**src/rtl/posit_decoder_param.sv**
```systemverilog
// Parametrised multi-cycle posit decoder: N-bit posit with ES exponent bits in,
// sign/k/exponent/hidden-bit mantissa/fraction length out.
// Ports: clk, rst (sync, active-high); start/posit_num request; busy/done/received handshake;
//        sign, ZERO, NAR, k (signed), exp_value, mantissa, frac_len results.
module posit_decoder_param #(
  parameter int N  = 32,
  parameter int ES = 2,
  localparam int KW = $clog2(N) + 1
) (
  input  logic                 clk,
  input  logic                 rst,
  input  logic                 start,
  input  logic [N-1:0]         posit_num,
  input  logic                 received,
  output logic                 busy,
  output logic                 done,
  output logic                 sign,
  output logic                 ZERO,
  output logic                 NAR,
  output logic signed [KW-1:0] k,
  output logic [ES-1:0]        exp_value,
  output logic [N-1:0]         mantissa,
  output logic [KW-1:0]        frac_len
);

  typedef enum logic [2:0] {
    S_IDLE, S_CHECK, S_REGIME, S_EXP, S_FRAC, S_DONE
  } state_t;

  state_t state, state_nxt;

  logic [N-1:0]  hold;
  logic [KW-1:0] run;
  logic [KW-1:0] rem;
  logic          r0;

  logic          is_zero, is_nar;
  logic [N-1:0]  neg_word, mag;
  logic          r0_eff, bit_eq, reg_end;
  logic [KW-1:0] run_nxt, rem_nxt, k_nxt;

  // Helper datapath terms
  always_comb begin
    is_zero  = (hold == '0);
    is_nar   = (hold == {1'b1, {(N-1){1'b0}}});
    neg_word = -hold;
    mag      = hold[N-1] ? neg_word : hold;
    // The very first regime bit (run still 0) defines the run polarity.
    r0_eff   = (run == '0) ? hold[N-1] : r0;
    bit_eq   = (hold[N-1] == r0_eff);
    run_nxt  = bit_eq ? run + KW'(1) : run;
    rem_nxt  = rem - KW'(1);
    // Leave on the terminator or when the word runs out (unterminated regime).
    reg_end  = !bit_eq || (rem_nxt == '0);
    k_nxt    = r0_eff ? run_nxt - KW'(1) : -run_nxt;
  end

  // State register
  always_ff @(posedge clk) begin
    if (rst) state <= S_IDLE;
    else     state <= state_nxt;
  end

  // Next-state logic
  always_comb begin
    state_nxt = state;
    case (state)
      S_IDLE:   if (start) state_nxt = S_CHECK;
      S_CHECK:  state_nxt = (is_zero || is_nar) ? S_DONE : S_REGIME;
      S_REGIME: if (reg_end) state_nxt = S_EXP;
      S_EXP:    state_nxt = S_FRAC;
      S_FRAC:   state_nxt = S_DONE;
      S_DONE:   if (received) state_nxt = S_IDLE;
      default:  state_nxt = S_IDLE;
    endcase
  end

  // Handshake outputs
  always_comb begin
    busy = (state != S_IDLE);
    done = (state == S_DONE);
  end

  // Datapath registers
  always_ff @(posedge clk) begin
    if (rst) begin
      hold      <= '0;
      run       <= '0;
      rem       <= '0;
      r0        <= 1'b0;
      sign      <= 1'b0;
      ZERO      <= 1'b0;
      NAR       <= 1'b0;
      k         <= '0;
      exp_value <= '0;
      mantissa  <= '0;
      frac_len  <= '0;
    end else begin
      case (state)
        S_IDLE: begin
          if (start) begin
            hold <= posit_num;
            ZERO <= 1'b0;
            NAR  <= 1'b0;
          end
        end
        S_CHECK: begin
          if (is_zero || is_nar) begin
            ZERO      <= is_zero;
            NAR       <= is_nar;
            sign      <= 1'b0;
            k         <= '0;
            exp_value <= '0;
            mantissa  <= '0;
            frac_len  <= '0;
          end else begin
            sign <= hold[N-1];
            // Drop the sign bit so the regime starts at the MSB.
            hold <= mag << 1;
            rem  <= KW'(N-1);
            run  <= '0;
          end
        end
        S_REGIME: begin
          r0   <= r0_eff;
          run  <= run_nxt;
          rem  <= rem_nxt;
          hold <= hold << 1;
          if (reg_end) k <= k_nxt;
        end
        S_EXP: begin
          // Bits beyond the word were shifted in as zeros, so a truncated
          // exponent reads its missing low bits as zero.
          exp_value <= hold[N-1 -: ES];
          hold      <= hold << ES;
          rem       <= (rem > KW'(ES)) ? rem - KW'(ES) : '0;
        end
        S_FRAC: begin
          mantissa <= {1'b1, hold[N-1:1]};
          frac_len <= rem;
        end
        default: ;
      endcase
    end
  end

endmodule
```
**config.mk**
```make
export PLATFORM = sky130hd
export DESIGN_NAME = posit_decoder_param
export DESIGN_NICKNAME = d
export VERILOG_FILES = /design/src/rtl/posit_decoder_param.sv
export SDC_FILE = /design/constraint.sdc
export NUM_CORES = 1
export LEC_CHECK = 0
export BUFFER_PORTS_ARGS = -buffer_cell sky130_fd_sc_hd__buf_2
export CELL_PAD_IN_SITES_DETAIL_PLACEMENT = 1
export CELL_PAD_IN_SITES_GLOBAL_PLACEMENT = 2
export CORE_ASPECT_RATIO = 0.6
export CORE_MARGIN = 1.5
export CORE_UTILIZATION = 37
export CTS_BUF_LIST = sky130_fd_sc_hd__clkbuf_8
export DETAILED_ROUTE_END_ITERATION = 7
export GPL_TIMING_DRIVEN = 0
export PLACE_DENSITY = 0.94
export SETUP_SLACK_MARGIN = 0.1
export SYNTH_ARGS = -nofsm -noshare
export SYNTH_HDL_FRONTEND = slang
export SYNTH_SLANG_ARGS = --single-unit
```
**constraint.sdc**
```tcl
create_clock -name clk -period 5.5 [get_ports clk]
set_input_delay 0 -clock clk [delete_from_list [all_inputs] [get_ports clk]]
set_output_delay 0 -clock clk [all_outputs]
set_load 0.02 [all_outputs]
```
=== Word-level counts from Yosys, hierarchy flattened ===
Index checks and enable logic that the tools add are counted.

* $add $sub $neg: 6
* Multiply operators: 0
* Divide/modulo/power cells: 0
* Order comparisons: 1
* Equality and inequality tests: 12
* Shift-type cells: 0
* Muxes and demuxes: 31
* Bitwise gates (word level): 0
* Reduce and logical (&&, ||, !) cells: 22

{| class="wikitable"
|+ Operators by type and width
! kind !! number
|-
| $pmux W32 S4 || 1
|-
| $mux W32 || 3
|-
| $pmux W32 S2 || 1
|-
| $mux W6 || 7
|-
| $pmux W6 S2 || 3
|-
| $eq A32 B32 Y1 const B || 1
|-
| $logic_not A32 Y1 || 1
|-
| $mux W31 || 1
|-
| $neg A31 Y31 || 1
|-
| $pmux W3 S6 || 1
|-
| $pmux W6 S3 || 1
|-
| $logic_not A6 Y1 || 2
|-
| $mux W3 || 4
|-
| $reduce_and A3 Y1 || 4
|-
| $sub A6 B1 Y6 const B || 2
|-
| $ne A2 B2 Y1 const B || 5
|-
| $reduce_and A2 Y1 || 4
|-
| $reduce_bool A2 Y1 || 4
|-
| $add A6 B1 Y6 const B || 1
|-
| $eq A3 B2 Y1 const B || 2
|-
| $eq A3 B3 Y1 const B || 2
|-
| $gt A6 B2 Y1 const B || 1
|-
| $neg A6 Y6 || 1
|-
| $reduce_bool A3 Y1 || 2
|-
| other kinds (11) || 17
|}

* Register bits: 97
* Bits in latches: 0
* Bits in writable memories: 0
* Bits in read-only memories: 0
* Bits of input ports: 36
* Output and inout port bits: 51
* Word-level logic and storage cells: 84
* Memories kept: 0

=== Longest topological paths before layout ===
Gate-level depths: netlist (run 1).

* Depth in word-level cells: 8
* Depth in mapped cells: 11
* Mapped depth without buffers: 10

=== Worst setup path before layout (run 1) ===
No wires, ideal clock.

* Kind: reg2reg
* Start point: register run[0]
* End point: register k[2]
* Library setup time: 0.128 ns
* Arrival: 2.528 ns
* Data required time: 5.372 ns
* Setup slack: 2.845 ns
* Stages on the path, launching flop included: 11
* Path buffers: 1
* Period minus slack after synthesis: 2.655 ns
* Path through: dfxtp_1 > buf_2 > inv_1 > ha_1 > or4b_2 > o21ai_1 > a21oi_1 > ha_1 > xnor3_1 > a2bb2oi_1 > nor2_1

* Cells in the longest elaborated chain, start to end: 8
* Elaborated cells between the ends (all ways): 14
* Those cells by class: 3 x add/sub; 2 x eq/ne; 5 x mux; 4 x reduce/logical

{| class="wikitable"
|+ RTL lines
! what !! line !! source
|-
| from (decl) || 33 || <nowiki>logic [KW-1:0] run;</nowiki>
|-
| from (signal assigned) || 126 || <nowiki>run <= run_nxt;</nowiki>
|-
| branches (longest 8 deep; another with $add A6 B1 Y6) || - ||
|-
| to (signal assigned) || 129 || <nowiki>if (reg_end) k <= k_nxt;</nowiki>
|-
| to (decl) || 20 || <nowiki>output logic signed [KW-1:0] k,</nowiki>
|}

Parallel ways; which one is timed is not known. The select of a mux whose other input is x is not followed.
A chain may end at the register's enable or synchronous reset.

=== Final worst setup path (run 1) ===
* Start point: register state[0]
* End point: register hold[9]

* Cells in the longest elaborated chain, start to end: 3
* Elaborated cells between the ends (all ways): 9
* Those cells by class: 5 x eq/ne; 1 x mux; 3 x reduce/logical

{| class="wikitable"
|+ RTL lines
! what !! line !! source
|-
| from (decl) || 30 || <nowiki>state_t state, state_nxt;</nowiki>
|-
| from (signal assigned) || 61 || <nowiki>else state <= state_nxt;</nowiki>
|-
| $eq A3 B2 Y1, or another cell as far along || 99 || <nowiki>case (state)</nowiki>
|-
| $reduce_bool A4 Y1 (no source line) / $ne A2 B2 Y1 (equally long branches) || - ||
|-
| $reduce_and A3 Y1 (no source line) || - ||
|-
| to (signal assigned) || 102 || <nowiki>hold <= posit_num;</nowiki>
|-
| to (signal assigned) || 119 || <nowiki>hold <= mag << 1;</nowiki>
|-
| to (signal assigned) || 128 || <nowiki>hold <= hold << 1;</nowiki>
|-
| to (decl) || 32 || <nowiki>logic [N-1:0] hold;</nowiki>
|}

Several ways; a longest one is shown, not always the timed one.

==> impl_metrics.py, run 1 <==
metrics = {
    "floorplan": {
        "die_w_um": 166,
        "die-area_um2": 16700,
        "core-area_um2": 15400,
        "start_util_pct": 38.1,
        "dieHeight_um": 101,
        "io_pins": 87,
        "fp-row-count": 35,
    },
    "logic_synthesis": {
        "synthMuxAreaShare_pct": 1.58,
        "synth_top_cells_by_count": "97 x dfxtp_1, 87 x nor2_1, 66 x nand2_1, 62 x a21oi_1, 60 x clkbuf_1",
        "synth_seq_cells": 97,
        "synth_top_area_share_pct": 33.1,
        "synth_compound_area_share_pct": 28.5,
        "syn-num-nets": 805,
        "yosys_warnings": 0,
        "synth-adder-area-share_pct": 1.92,
        "synth_area_um2": 5870,
        "synth_top_area_cell": "dfxtp_1",
        "syn-mean-instance-area_um2": 7.73,
        "post-synth-top-count-cell": "dfxtp_1",
        "synth_edf_count": 0,
        "ys_seq_area_share_pct": 33.1,
        "synth_top_family_by_area": "compound AO/OA/AOI/OAI gates",
        "synthArstFlopShare_pct": 0,
        "yosys.area_share.simple_pct": 21.4,
        "synth-main-ff-cell": "dfxtp_1",
        "postSynthCellCount": 760,
        "synth_cell_type_count": 71,
        "ys_top_cells_by_area": "dfxtp_1 33%, nor2_1 5.6%, a21oi_1 5.3%",
        "synth_xor_area_share_pct": 6.50,
    },
    "job": {
        "cap_violations": 0,
    },
    "pwr": {
        "leakage_nw": 2.64,
        "vdd.ir_drop.worst_mv": 0.138,
        "power_density_nw_per_um2": 343,
    },
    "routing": {
        "vias": 6867,
        "routedWlPerCell_um": 24.5,
        "drt_iter0_drc": 890,
        "dr.pass1.iters": 5,
        "viasPerCell": 6.42,
        "ant_nets": 0,
        "finalWirelength_mm": 26.3,
        "drcViolationCount": 0,
    },
    "run_status": {
        "status": "finished clean",
    },
    "place": {
        "io_buffers": 85,
        "hpwl_mm": 19.2,
        "dpl.cell_count": 1048,
        "routabilityCongestion": 0.950,
    },
    "clock_network": {
        "htree_levels": 3,
        "post-cts-setup-buffers": 0,
        "cts.reportedPaths.clkPinSlew_ns": 0.10,
        "postCtsResizedCells": 0,
        "clock_latency_ns": 0.40,
        "cts_made_buffers": 9,
        "cts_max_path_buffers": 2,
        "clockRootBuffer": "clkbuf_8",
        "clock_sinks": 97,
        "tritoncts": "done",
    },
    "final_layout": {
        "layout-drive-gt1-share_pct": 16.0,
        "antenna_cells": 0,
        "num-fill-cells": 1940,
        "fin_cells": 1070,
        "num-nets-final": 907,
        "syn2layout_area_growth_pct": 16.2,
    },
    "sta": {
        "skew_ns": 0.0144,
        "rsz0062_at_grt": "false",
        "finalHoldViolCount": 0,
        "fin_crit_ns": 3.69,
        "min_period_over_period_pct": 67.1,
        "fmax_ghz": 0.271,
        "max-slew-margin-rel_pct": 36.5,
        "final-max-slew-violation-count": 0,
        "tightest_slew_ns": 0.945,
        "setup_violations": 0,
        "setup_tns_ns": 0,
    },
    "critical_path": {
        "cp-start-kind": "register",
        "cp.required_ns": 5.82,
        "path_max_fanout": 10,
        "worstPathArrival_ns": 4.01,
        "worst-r2r-cell-count": 11,
        "crit_type": "reg2reg",
        "cp-end-kind": "register",
    },
    "global_route": {
        "grt_max_degree": 18,
        "grt_pass1_wl_mm": 39.7,
        "grt_pass1_vias": 6699,
        "gr-total-overflow": 0,
        "track_usage_pct": 31.0,
        "antenna_found_initial": 0,
    },
    "hold_path": {
        "min_path_cells": 3,
        "hold_path.class": "in2reg",
    },
}
[cells in the final DEF, fill, tap and decap left out, drive strengths merged, types with 23 or more instances in the layout]
| cell type | count |
|---|---|
| nand3 | 25 |
| a22oi | 41 |
| xnor2 | 23 |
| nor2 | 87 |
| clkbuf | 70 |
| o21ai | 29 |
| nor3 | 24 |
| a21oi | 65 |
| nand2 | 66 |
| dfxtp | 97 |
| buf | 106 |
[final timing paths]
| kind | startpoint | end | slack (ns) |
|---|---|---|---|
| worst max register to register | state[0] | hold[9] | 1.81 |
| worst min-delay path | posit_num[16] | hold[16] | 0.009 |
| worst max-delay path | state[0] | hold[9] | 1.81 |
| worst min register to register | frac_len[3] | frac_len[3] | 0.50 |
[stage by stage]
step	setup WS [ns]	power, mW	area, µm²	util [%]	hold slack, ns
after floorplan	2.84	1.48	5870	-	0.177
after global placement	2.20	1.74	6550	42.5	0.311
after detailed placement	2.12	1.77	6550	42.5	0.311
after CTS	2.10	2.29	6820	44.3	0.00217
after global routing	1.66	2.43	6820	44.3	0.0202
final	1.81	2.34	6820	44.3	0.00889
[power breakdown]
group | switching (mW) | internal, mW | total [mW]
logic | 0.677 | 0.328 | 1.01
clock network | 0.293 | 0.229 | 0.522
registers | 0.0482 | 0.762 | 0.811
[layer usage]
metal	vias up	GRT usage [%]	share of wire, %
met5	-	0	0
met4	0	8.73	2.0
met3	46	7.26	10
met2	413	46.3	41
met1	3417	44.5	46
li1	2991	-	-
[critical path, stage by stage, from the launching register on]
cell      delay [ns]
dfxtp_1         0.32
buf_2           0.18
nor2b_1         0.16
clkbuf_1        0.57
nand2_1         0.54
nor3_2          0.64
or3_1           0.20
buf_2           0.21
buf_4           0.26
buf_4           0.27
nand2_1         0.08
a21oi_1         0.17
[flip-flops by register name, indices dropped and copies added, names as in the netlist, 2 cells and up]
signal and count:
hold 32, mantissa 32, frac_len 6, k 6, rem 6, run 6
state 3, exp_value 2
[timing repair]
item | in CTS | in global routing
hold endpoints to repair | 7 | 0
setup endpoints to repair | 0 | 0
hold buffers | 6 | 0
[kinds of logic after synthesis]
kind of cell | count (synthesis)
buffers and inverters | 98
and+or+nand+nor | 262
AOI/OAI and AO/OA | 243
DFF | 97
adders and majority gates | 9
xor gates and xnor gates | 42
muxes | 9
[final cells by class]
class                           instances  area, µm²  area share [%]
Multi-Input combinational cell        565       3520            51.6
Sequential cell                        97       1940            28.5
Timing Repair Buffer                   91        485            7.11
Buffer                                 81        350            5.13
Tap cell                              203        254            3.72
Clock buffer                           10        138            2.02
Clock inverter                          6       72.6            1.06
Inverter                               17       63.8           0.935
Note: power is estimated with default switching activity, not from simulation.
==> run 2: changes to the inputs <==
CORE_UTILIZATION = 34   (was 37)
PLACE_DENSITY = 0.88   (was 0.94)
clock period = 3.7 ns   (was 5.5 ns; I/O delays follow)
==> impl_metrics.py, run 2 (same netlist as run 1, synthesis figures left out) <==
metrics = {
    "clock_network": {
        "clockRootBuffer": "clkbuf_8",
        "tritoncts": "done",
        "clock_latency_ns": 0.38,
        "clock_sinks": 97,
        "cts_made_buffers": 9,
        "cts.reportedPaths.clkPinSlew_ns": 0.10,
        "cts_max_path_buffers": 2,
        "htree_levels": 3,
        "post-cts-setup-buffers": 0,
    },
    "global_route": {
        "grt_pass1_wl_mm": 40.6,
        "grt_pass1_vias": 6768,
        "grt_max_degree": 16,
        "antenna_found_initial": 1,
        "gr-total-overflow": 0,
        "track_usage_pct": 29.3,
    },
    "sta": {
        "skew_ns": 0.0120,
        "setup_tns_ns": 0,
        "tightest_slew_ns": 1.02,
        "fin_crit_ns": 3.37,
        "final-max-slew-violation-count": 0,
        "min_period_over_period_pct": 91.0,
        "rsz0062_at_grt": "false",
        "setup_violations": 0,
        "max-slew-margin-rel_pct": 32.0,
        "finalHoldViolCount": 0,
        "whs_ns": 0.000296,
        "fmax_ghz": 0.297,
    },
    "floorplan": {
        "fp-row-count": 36,
        "die-area_um2": 18100,
        "io_pins": 87,
        "die_w_um": 173,
        "core-area_um2": 16600,
        "dieHeight_um": 105,
        "start_util_pct": 35.4,
    },
    "final_layout": {
        "reg_top3": "hold (32), mantissa (32)",
        "syn2layout_area_growth_pct": 15.8,
        "layout-drive-gt1-share_pct": 16.2,
        "seqCellArea_um2": 1940,
        "multi_input_area_um2": 3530,
        "final_common_cell": "buf_2",
        "num-nets-final": 905,
        "num-fill-cells": 2116,
        "layout_common_cells": "98 x buf_2, 97 x dfxtp_1, 87 x nor2_1, 66 x nand2_1, 62 x a21oi_1",
    },
    "hold_path": {
        "min_path_cells": 3,
        "min_to": "hold[21]",
        "hold_start": "posit_num[21]",
        "hold_path.class": "in2reg",
    },
    "job": {
        "cap_violations": 0,
    },
    "routing": {
        "vias": 6830,
        "drcViolationCount": 0,
        "ant_nets": 0,
        "routedWlPerCell_um": 24.6,
        "finalWirelength_mm": 26.9,
        "drt_iter0_drc": 720,
        "viasPerCell": 6.25,
        "dr.pass1.iters": 5,
    },
    "pwr": {
        "vdd.ir_drop.worst_mv": 0.183,
        "leakage_nw": 2.61,
        "power_density_nw_per_um2": 492,
    },
    "critical_path": {
        "worst-r2r-cell-count": 11,
        "rr_endpoint": "hold[31]",
        "worstPathArrival_ns": 3.61,
        "cp.required_ns": 3.95,
        "crit_type": "reg2reg",
        "reg2reg_slack_ns": 0.33,
        "reg2reg_from": "hold[1]",
        "cp-end-kind": "register",
        "cp-start-kind": "register",
        "cp-startpoint": "hold[1]",
        "path_max_fanout": 10,
    },
    "place": {
        "hpwl_mm": 20.0,
        "routabilityCongestion": 0.938,
        "io_buffers": 85,
    },
    "run_status": {
        "status": "finished clean",
    },
}
## run 2: cell count changes in the layout (fill, tap and decap cells not counted), sizes merged
cell and change:
diode +1, clkinvlp +1, clkbuf -1, clkinv +2, dlygate4sd3 -2, inv -2
bufinv -1
## run 2: how the worst max path moves through the flow
| stage | endpoint | slack, ns | cells past startpoint |
|---|---|---|---|
| 6_report | hold[31] | 0.33 | 11 |
| 3_3_place_gp | hold[27] | 0.39 | 11 |
| 3_5_place_dp | hold[31] | 0.33 | 10 |
| 4_1_cts | hold[31] | 0.29 | 10 |
| 2_1_floorplan | k[2] | 1.04 | 10 |
| 5_1_grt | hold[7] | 0.13 | 11 |
## run 2: final cells by class
class | instances | share of cell area, %
multi-input cells | 565 | 51.9
flip-flops and latches | 97 | 28.5
inverters | 17 | 0.938
plain buffers | 81 | 5.17
well taps | 228 | 4.19
clock buffers | 9 | 1.82
diodes | 1 | 0.0368
clock inverters | 6 | 0.552
repair buffers | 89 | 6.84
## run 2: layer usage
metal  part of all wire [%]  track usage [%]
met3                     11             8.44
met1                     46             42.5
met4                    1.7             6.34
met2                     41             42.3
met5                      0                0
## run 2: metrics by stage
step	cell area (µm²)	util, %	total power [mW]	setup WS (ns)	cells
after floorplan	5870	-	2.20	1.04	760
after global placement	6590	39.7	2.60	0.390	1073
after detailed placement	6590	39.7	2.65	0.333	1073
after CTS	6790	40.9	3.29	0.286	1092
after global routing	6800	41.0	3.50	0.131	1092
final	6800	41.0	3.35	0.335	1093
## run 2: worst max-delay path, cell delays in order (launching register included)
cell and delay, ns:
dfxtp_1 0.42, inv_1 0.12, ha_1 0.23, nor4b_1 0.54
nand4_1 0.25, nor3_2 0.49, or3_1 0.19, buf_2 0.23
buf_4 0.27, buf_4 0.26, nand3_1 0.12, o41ai_1 0.13
## run 2: power breakdown
group          switching (mW)  leakage, nW  internal (mW)
combinational            1.01         1.74          0.490
clock                   0.405       0.0823          0.238
sequential             0.0726        0.790           1.13
## run 2: what timing repair did
action | in CTS | in global routing
resized for setup | 0 | 4
hold endpoints to repair | 5 | 0
hold buffers | 4 | 0
setup endpoints to repair | 0 | 15
